===== config.mk =====
export PLATFORM = sky130hd
export DESIGN_NAME = branch_resolve_queue
export DESIGN_NICKNAME = d
export VERILOG_FILES = /design/src/rtl/branch_resolve_queue_pkg.sv /design/src/rtl/brq_ring.sv /design/src/rtl/branch_resolve_queue.sv
export SDC_FILE = /design/constraint.sdc
export NUM_CORES = 1
export LEC_CHECK = 0
export BUFFER_PORTS_ARGS = -buffer_cell sky130_fd_sc_hd__buf_2
export CAP_MARGIN = 15
export CORE_UTILIZATION = 49
export CTS_CLUSTER_DIAMETER = 80
export CTS_CLUSTER_SIZE = 40
export DETAILED_ROUTE_END_ITERATION = 10
export MAX_ROUTING_LAYER = met4
export PLACE_DENSITY = 0.67
export SLEW_MARGIN = 30
export SYNTH_ARGS = -nofsm -noshare
export SYNTH_HDL_FRONTEND = slang
export SYNTH_SLANG_ARGS = --single-unit
export TNS_END_PERCENT = 100

===== constraint.sdc =====
create_clock -name clk -period 8.6 [get_ports clk]
set_clock_uncertainty 0.2 [all_clocks]
set_input_delay 0.43 -clock clk [delete_from_list [all_inputs] [get_ports clk]]
set_output_delay 0.43 -clock clk [all_outputs]
set_load 0.005 [all_outputs]

===== src/rtl/branch_resolve_queue_pkg.sv =====
// rtl/branch_resolve_queue_pkg.sv - shared widths and helpers for the branch resolve queue
package branch_resolve_queue_pkg;
  localparam int GHR_LEN   = 8;
  localparam int PHT_NUMS  = 1 << GHR_LEN;
  localparam int BRQ_DEPTH = 4;
  localparam int PC_W_DEF  = 32;
  localparam int CNT_W_DEF = 32;

  typedef logic [$clog2(PHT_NUMS)-1:0] pht_idx_t;

  // Entry layout is {index, pred, alt_pc}.
  function automatic int entry_width(input int idx_w, input int pc_w);
    return idx_w + 1 + pc_w;
  endfunction

  // Mispredict flag plus redirect PC travel together.
  function automatic int redirect_width(input int pc_w);
    return 1 + pc_w;
  endfunction
endpackage


===== src/rtl/brq_ring.sv =====
// rtl/brq_ring.sv - circular entry store with push/pop/clear for the branch resolve queue
module brq_ring
  import branch_resolve_queue_pkg::*;
#(
  parameter int IDX_W = $bits(pht_idx_t),
  parameter int PC_W  = PC_W_DEF,
  parameter int DEPTH = BRQ_DEPTH,
  localparam int PTR_W = $clog2(DEPTH),
  localparam int CNT_B = PTR_W + 1,
  localparam int ENT_W = entry_width(IDX_W, PC_W)
) (
  input  logic             clk,
  input  logic             rst,
  input  logic             push,
  input  logic [IDX_W-1:0] push_index,
  input  logic             push_pred,
  input  logic [PC_W-1:0]  push_alt_pc,
  input  logic             pop,
  input  logic             clear,
  output logic [IDX_W-1:0] head_index,
  output logic             head_pred,
  output logic [PC_W-1:0]  head_alt_pc,
  output logic [CNT_B-1:0] count,
  output logic             full,
  output logic             empty
);
  logic [ENT_W-1:0] mem [DEPTH];
  logic [PTR_W-1:0] head;
  logic [PTR_W-1:0] tail;

  // Clear wins over push/pop: a squash drops the same-cycle alloc too.
  always_ff @(posedge clk or posedge rst) begin
    if (rst) begin
      head  <= '0;
      tail  <= '0;
      count <= '0;
    end else if (clear) begin
      head  <= '0;
      tail  <= '0;
      count <= '0;
    end else begin
      if (push) tail <= tail + PTR_W'(1);
      if (pop)  head <= head + PTR_W'(1);
      case ({push, pop})
        2'b10:   count <= count + CNT_B'(1);
        2'b01:   count <= count - CNT_B'(1);
        default: count <= count;
      endcase
    end
  end

  always_ff @(posedge clk) begin
    if (push && !clear) mem[tail] <= {push_index, push_pred, push_alt_pc};
  end

  assign {head_index, head_pred, head_alt_pc} = mem[head];
  assign full  = (count == CNT_B'(DEPTH));
  assign empty = (count == '0);
endmodule


===== src/rtl/branch_resolve_queue.sv =====
// rtl/branch_resolve_queue.sv - in-order predicted-branch tracker driving the gshare update port
module branch_resolve_queue
  import branch_resolve_queue_pkg::*;
#(
  parameter int IDX_W = $bits(pht_idx_t),
  parameter int PC_W  = PC_W_DEF,
  parameter int DEPTH = BRQ_DEPTH,
  parameter int CNT_W = CNT_W_DEF,
  localparam int CNT_B = $clog2(DEPTH) + 1
) (
  input  logic             clk,
  input  logic             rst,
  input  logic             alloc_valid,
  output logic             alloc_ready,
  input  logic [IDX_W-1:0] alloc_index,
  input  logic             alloc_pred,
  input  logic [PC_W-1:0]  alloc_alt_pc,
  input  logic             resolve_valid,
  input  logic             resolve_take,
  input  logic             flush,
  output logic             pht_wen,
  output logic [IDX_W-1:0] pht_windex,
  output logic             pht_take,
  output logic             mispredict,
  output logic [PC_W-1:0]  redirect_pc,
  output logic             empty,
  output logic [CNT_W-1:0] stat_branches,
  output logic [CNT_W-1:0] stat_mispred
);
  logic [IDX_W-1:0] head_index;
  logic             head_pred;
  logic [PC_W-1:0]  head_alt_pc;
  logic [CNT_B-1:0] count;
  logic             full;
  logic             do_resolve;
  logic             clear;
  logic [redirect_width(PC_W)-1:0] redirect_now;

  assign do_resolve   = resolve_valid && !empty;
  assign redirect_now = {do_resolve && (resolve_take != head_pred), head_alt_pc};
  // The resolving branch is older than anything flushed, so it still completes.
  assign clear        = flush || redirect_now[PC_W];
  assign alloc_ready  = (count < CNT_B'(DEPTH));

  brq_ring #(.IDX_W(IDX_W), .PC_W(PC_W), .DEPTH(DEPTH)) u_ring (
    .clk         (clk),
    .rst         (rst),
    .push        (alloc_valid && !full),
    .push_index  (alloc_index),
    .push_pred   (alloc_pred),
    .push_alt_pc (alloc_alt_pc),
    .pop         (do_resolve),
    .clear       (clear),
    .head_index  (head_index),
    .head_pred   (head_pred),
    .head_alt_pc (head_alt_pc),
    .count       (count),
    .full        (full),
    .empty       (empty)
  );

  always_ff @(posedge clk or posedge rst) begin
    if (rst) begin
      pht_wen       <= 1'b0;
      pht_windex    <= '0;
      pht_take      <= 1'b0;
      mispredict    <= 1'b0;
      redirect_pc   <= '0;
      stat_branches <= '0;
      stat_mispred  <= '0;
    end else begin
      pht_wen    <= do_resolve;
      mispredict <= redirect_now[PC_W];
      if (redirect_now[PC_W]) redirect_pc <= redirect_now[PC_W-1:0];
      if (do_resolve) begin
        pht_windex <= head_index;
        pht_take   <= resolve_take;
        if (stat_branches != '1) stat_branches <= stat_branches + CNT_W'(1);
        if (redirect_now[PC_W] && stat_mispred != '1) stat_mispred <= stat_mispred + CNT_W'(1);
      end
    end
  end
endmodule


---- Word level (Yosys, flattened, before mapping) ----
Memory sizes are Yosys's and may differ from the RTL's.
Cells that the tools add are included.
word-level totals
  ROM bits ................................ 0
  register bits after elaboration ......... 114
  memories kept ........................... 1
  output and inout port bits .............. 109
  bits in latches ......................... 0
  memory bits (writable) .................. 164
  input port bits ......................... 47
memory list
  memory      depth  width  read ports  clocked after memory_dff  write ports  RTL line        text
  u_ring.mem  4      41     1           0                         1            brq_ring.sv:27  logic [ENT_W-1:0] mem [DEPTH];
operators by class
  div/mod/pow operators ................... 0
  bitwise operators ....................... 0
  add/subtract/negate cells ............... 6
  multipliers ............................. 0
  shift-type cells ........................ 0
  equal/unequal tests ..................... 6
  reduce and logical (&&, ||, !) cells .... 15
  multiplexer cells ....................... 8
  magnitude comparators ................... 1
operators with widths
  operator                                                            count
  32-bit by 1-bit adder with 32-bit output, second input constant     2
  32-bit != test, second input constant                               2
  2-bit two-way mux                                                   4
  3-bit one-hot mux with 2 select lines                               1
  1-bit logical AND                                                   5
  2-bit by 1-bit adder with 2-bit output, second input constant       2
  2-bit AND reduction                                                 2
  2-bit nonzero test                                                  2
  3-bit by 1-bit adder with 3-bit output, second input constant       1
  3-bit == test, second input constant                                1
  1-bit logical NOT                                                   3
  3-bit logical NOT                                                   1
  3-bit less-than comparator, second input constant                   1
  3-bit two-way mux                                                   1
  3-bit nonzero test                                                  1
  3-bit by 1-bit subtractor with 3-bit output, second input constant  1
  2-bit by 1-bit == test with 1-bit output, second input constant     1
  2-bit == test, second input constant                                1
  1-bit two-way mux                                                   2
  1-bit logical OR                                                    1
  1-bit != test                                                       1

---- Logic depth before layout (Yosys ltp) ----
  depth in word-level cells ............... 9
  mapped depth ............................ 9
  mapped depth without buffers ............ 7

---- Hierarchy ----
A second synthesis with hierarchy kept.
second synthesis, totals
  cells, all modules ...................... 670
  area total of the unflattened synthesis .. 11101.9 um^2
by module, submodules not included
  module                times used  area an instance (um^2)  seq. area each (um^2)  cells an instance
  brq_ring              1           6413.7                   5099.9                 259
  branch_resolve_queue  1           4688.2                   2677.6                 411

---- Least setup slack after synthesis ----
OpenSTA, ideal clock, no wires.
  path type ............................... register to register
  from .................................... register u_ring.head[0]
  to ...................................... memory u_ring.mem[0][0] (netlist name), enable pin
  setup slack ............................. 5.317 ns
  clock period less this slack ............ 3.283 ns
  stages on the path, launching flop included .. 8
  data required time ...................... 7.998 ns
  buffers on the path ..................... 1
  arrival ................................. 2.680 ns
  path through ............................ dfrtp_1 > buf_4 > mux4_2 > xor2_4 > nand2_4 > clkinv_4 > nor3_1 > and2_1
on the way
  cells in the longest elaborated chain, start to end .. 8
ends and longest elaborated chain
  what                                     RTL line                    text
  start, declared                          brq_ring.sv:28              logic [PTR_W-1:0] head;
  start signal, assigned                   brq_ring.sv:43              if (pop) head <= head + PTR_W'(1);
  memory read 4 x 41 bit                   --
  1-bit != test                            branch_resolve_queue.sv:40  assign redirect_now = {do_resolve && (resolve_take != head_pred), head_alt_pc};
  1-bit logical AND                        branch_resolve_queue.sv:40
  1-bit logical OR                         branch_resolve_queue.sv:42  assign clear = flush || redirect_now[PC_W];
  1-bit logical NOT                        brq_ring.sv:53              if (push && !clear) mem[tail] <= {push_index, push_pred, push_alt_pc};
  1-bit logical AND                        brq_ring.sv:53
  1-bit two-way mux                        brq_ring.sv:53
  1-bit two-way mux (not written as such)  brq_ring.sv:53
  end, declared                            brq_ring.sv:27
No other way between the ends.

---- Final worst setup path ----
  from .................................... register u_ring.head[0]
  to ...................................... memory u_ring.mem[3][35] (netlist name), enable pin
The elaborated chain is that of the path after synthesis.

==> summary.md <==
| Metric | Value |
|---|---|
| Pre-Repair DR Iteration Count | `8` |
| Synth unique cells | `43` |
| Post-synth top cells | `edfxtp_1 (164), nand2_1 (154), dfrtp_1 (114)` |
| Util after Layout | `58.79%` |
| Worst Max-Slew Pin Slew | `0.8492 ns` |
| Failing checks | `design-rule violations` |
| Drt total wl | `21080 um` |
| Sink Count | `278` |
| Layout cell share with drive strength beyond 1 | `24.95%` |
| Clock share of power | `23.8%` |
| Hold wc startpoint | `resolve_take` |
| Placed Cells | `1151` |
| Syn Nets | `794` |
| Initial Utilization | `50.34%` |
| Chip width | `152.2 um` |
| CP Data Required Time | `8.55 ns` |
| Die area | `23160 um2` |
| Final setup viols | `0` |
| Post-synth EDFFs | `164` |
| Sw Ratio | `27.55%` |
| Yosys top cell area share | `44.56%` |
| Final Hold Viols | `0` |
| Type of the worst min-delay path | `in2reg` |
| Flop2flop setup slack | `4.19 ns` |
| Ys Warns | `0` |
| Setup crit end kind | `flop` |
| Synthesized instance count | `740` |
| Synth-to-layout area growth | `16.79%` |
| Via count | `6377` |
| Clock-pin slew on the worst setup and hold paths | `0.14 ns` |
| Tmin final | `4.409 ns` |
| Drt wl/cell | `17.35 um` |
| Num rows | `54` |
| Hold Path Stages | `3` |
| Core Area | `21960 um2` |
| Crit-path max FO | `45` |
| Startpoint Class | `flop` |
| Initial antenna violation count | `1` |
| Root Buffer | `clkbuf_16` |
| Cell-internal power | `2.090 mW` |
| Worst-Skew Late Latency | `0.52 ns` |
| CTS H-tree lvls | `1` |
| CTS buffer count | `12` |
| Worst vdd ir | `148.5 uV` |
| Psw | `0.7946 mW` |
| Headroom to the max-slew limit | `43.05%` |
| Post-synth top area cell | `edfxtp_1` |
| Cell Pwr Density | `223.5 nW/um2` |
| Setup TNS | `0 ns` |
| GP Congestion | `0.8133` |
| Largest net degree at the start of global routing | `77` |
| Total congestion overflow | `0` |
| Cell count of the worst reg-to-reg path | `6` |
| Synth async-reset ratio | `41.01%` |
| Non-Filler Instances | `1215` |
| Pre-CTS WS | `4.125 ns` |
| Die height | `152.2 um` |
| Period utilization | `51.27%` |
| First-pass GRT wire length | `33970 um` |
| Peak Freq | `226.8 MHz` |
| Seq pwr share | `58.6%` |
| Nets@finish | `982` |
| Fin. max-slew vios | `0` |
| Vias/cell | `5.249` |
| CTS tree | `done` |
| Crit Path Class | `reg2reg` |
| Logic pwr share | `17.6%` |
| Postcts setup bufs | `0` |
| Vias in the first global route | `6347` |
| Setup ws final | `4.191 ns` |
| Reg-to-reg startpoint | `u_ring.head[0]$_DFFE_PP0P_` |
| Hold EP | `pht_take$_DFFE_PP0P_` |
| Syn Area/Cell | `14.94 um2` |
| Critical path arrival | `4.36 ns` |
| Register area share after synthesis | `70.36%` |
| Outcome | `finished, violations left` |
| Syn Std Cell Area | `11050 um2` |
| LEAKAGE | `5.305 nW` |
| GRT Overall Usage | `19.00%` |
| Final ANT Viol Nets | `0` |
| Post-synthesis sequential element count | `278` |
| I/O Pins | `156` |
| Iter 0 DRT Violations | `325` |
| FILL cells | `1715` |
| Count leader, synth | `edfxtp_1` |
| Reg2reg end | `u_ring.mem[3][35]$_DFFE_PP_` |
| Max Cap Viol | `0` |
| # port buffers | `155` |
| Residual DRC count | `15` |
| Ys flop type | `edfxtp_1` |
| Unrepaired setup endpoints after global routing | `false` |
| Largest cells by area after synthesis | `edfxtp_1 (45%), dfrtp_1 (26%), mux4_2 (8.2%), nand2_1 (5.2%), xnor2_1 (3.2%)` |
| Hpwl dp | `13370 um` |
| Clock buffer depth | `3` |
-- flip-flops by register name (all words and copies together) (netlist names) --
register and cells:
redirect_pc 32, mispredict 1, u_ring.tail 2, pht_windex 8, pht_take 1, u_ring.head 2, pht_wen 1, stat_branches 32
stat_mispred 32, u_ring.count 3, u_ring.mem 164
-- placed cells by master (no fill, tap or decap), types with 3 or more instances in the layout --
master	netlist	routed
inv_1	13	12
xor2_1	25	25
dlygate4sd3_1	0	43
and3_1	11	11
nor3_1	17	17
nor2_1	31	31
nand3_1	26	26
ha_1	6	6
dfrtp_1	114	112
mux4_2	40	40
or3_1	4	4
and4_1	6	6
buf_2	4	155
xnor2_1	41	41
or4_1	3	3
edfxtp_1	164	164
a21oi_1	4	4
nand4_1	22	22
a31oi_1	3	3
and2_4	0	4
nand2_1	154	154
clkinv_2	0	3
clkbuf_16	0	12
-- how the worst max path moves through the flow --
stage	startpoint	end
after floorplan	rst	mispredict$_DFF_PP0_
after global placement	u_ring.head[0]$_DFFE_PP0P_	u_ring.mem[1][26]$_DFFE_PP_
after detailed placement	u_ring.head[0]$_DFFE_PP0P_	u_ring.mem[3][26]$_DFFE_PP_
after CTS	u_ring.head[0]$_DFFE_PP0P_	u_ring.mem[3][11]$_DFFE_PP_
after global routing	u_ring.head[0]$_DFFE_PP0P_	u_ring.mem[3][29]$_DFFE_PP_
final	u_ring.head[0]$_DFFE_PP0P_	u_ring.mem[3][35]$_DFFE_PP_
-- power by group through the flow --
stage	Combinational, mW	Clock (mW)	Sequential (mW)
floorplan	0.309	0	1.69
global placement	0.490	0	1.72
detailed placement	0.501	0	1.72
CTS	0.518	0.709	1.69
global route	0.574	0.749	1.71
finish	0.508	0.686	1.69
-- timing repair --
item / CTS / global route
hold endpoints to repair: 205 / 0
hold buffers: 43 / 0
gates resized for setup: 0 / 0
-- final cells by class --
| cell class | instances | area (um2) | share of cell area (%) |
|---|---|---|---|
| antenna | 1 | 2.502 | 0.01939 |
| clock buffer | 14 | 307.8 | 2.384 |
| clock inverter | 6 | 67.56 | 0.5234 |
| inverter | 15 | 63.81 | 0.4943 |
| multi-input combinational | 421 | 3107 | 24.07 |
| sequential | 278 | 7785 | 60.31 |
| tap | 280 | 350.3 | 2.714 |
| timing repair buffer | 200 | 1225 | 9.489 |
-- layer usage --
| metal | wire length (um) | vias to the layer above | GRT usage, % |
|---|---|---|---|
| li1 | - | 3038 | - |
| met1 | 9739 | 3170 | 26.27 |
| met2 | 10180 | 151 | 30.94 |
| met3 | 885 | 18 | 2.588 |
| met4 | 276 | 0 | 2.818 |
| met5 | 0 | - | - |
-- worst max-delay path, stage by stage, from the launching register on --
cell and delay, ns:
dfrtp_4 0.98, mux4_2 0.65, xor2_4 0.19, nand2_4 0.42
clkinv_4 0.40, nor3_1 0.46, and2_4 0.64
-- kinds of logic after synthesis --
group	Yosys count	share of synthesized area (%)
xor+xnor	67	5.479
mux	44	8.671
flops	278	70.36
buf+inv	41	1.619
simple gates	289	12.06
compound gates	14	0.9509
fa+ha+maj	7	0.8603
-- per-stage QoR --
stage | cell area (um2) | total power [mW] | hold WS (ns)
finish | 12910 | 2.885 | 0.07307
global route | 12910 | 3.038 | 0.09174
CTS | 12910 | 2.921 | 0.06505
detailed placement | 12100 | 2.221 | 0.2576
global placement | 12090 | 2.208 | 0.2569
floorplan | 11050 | 2.001 | 0.2698
Power figures use the tool's default switching activity.
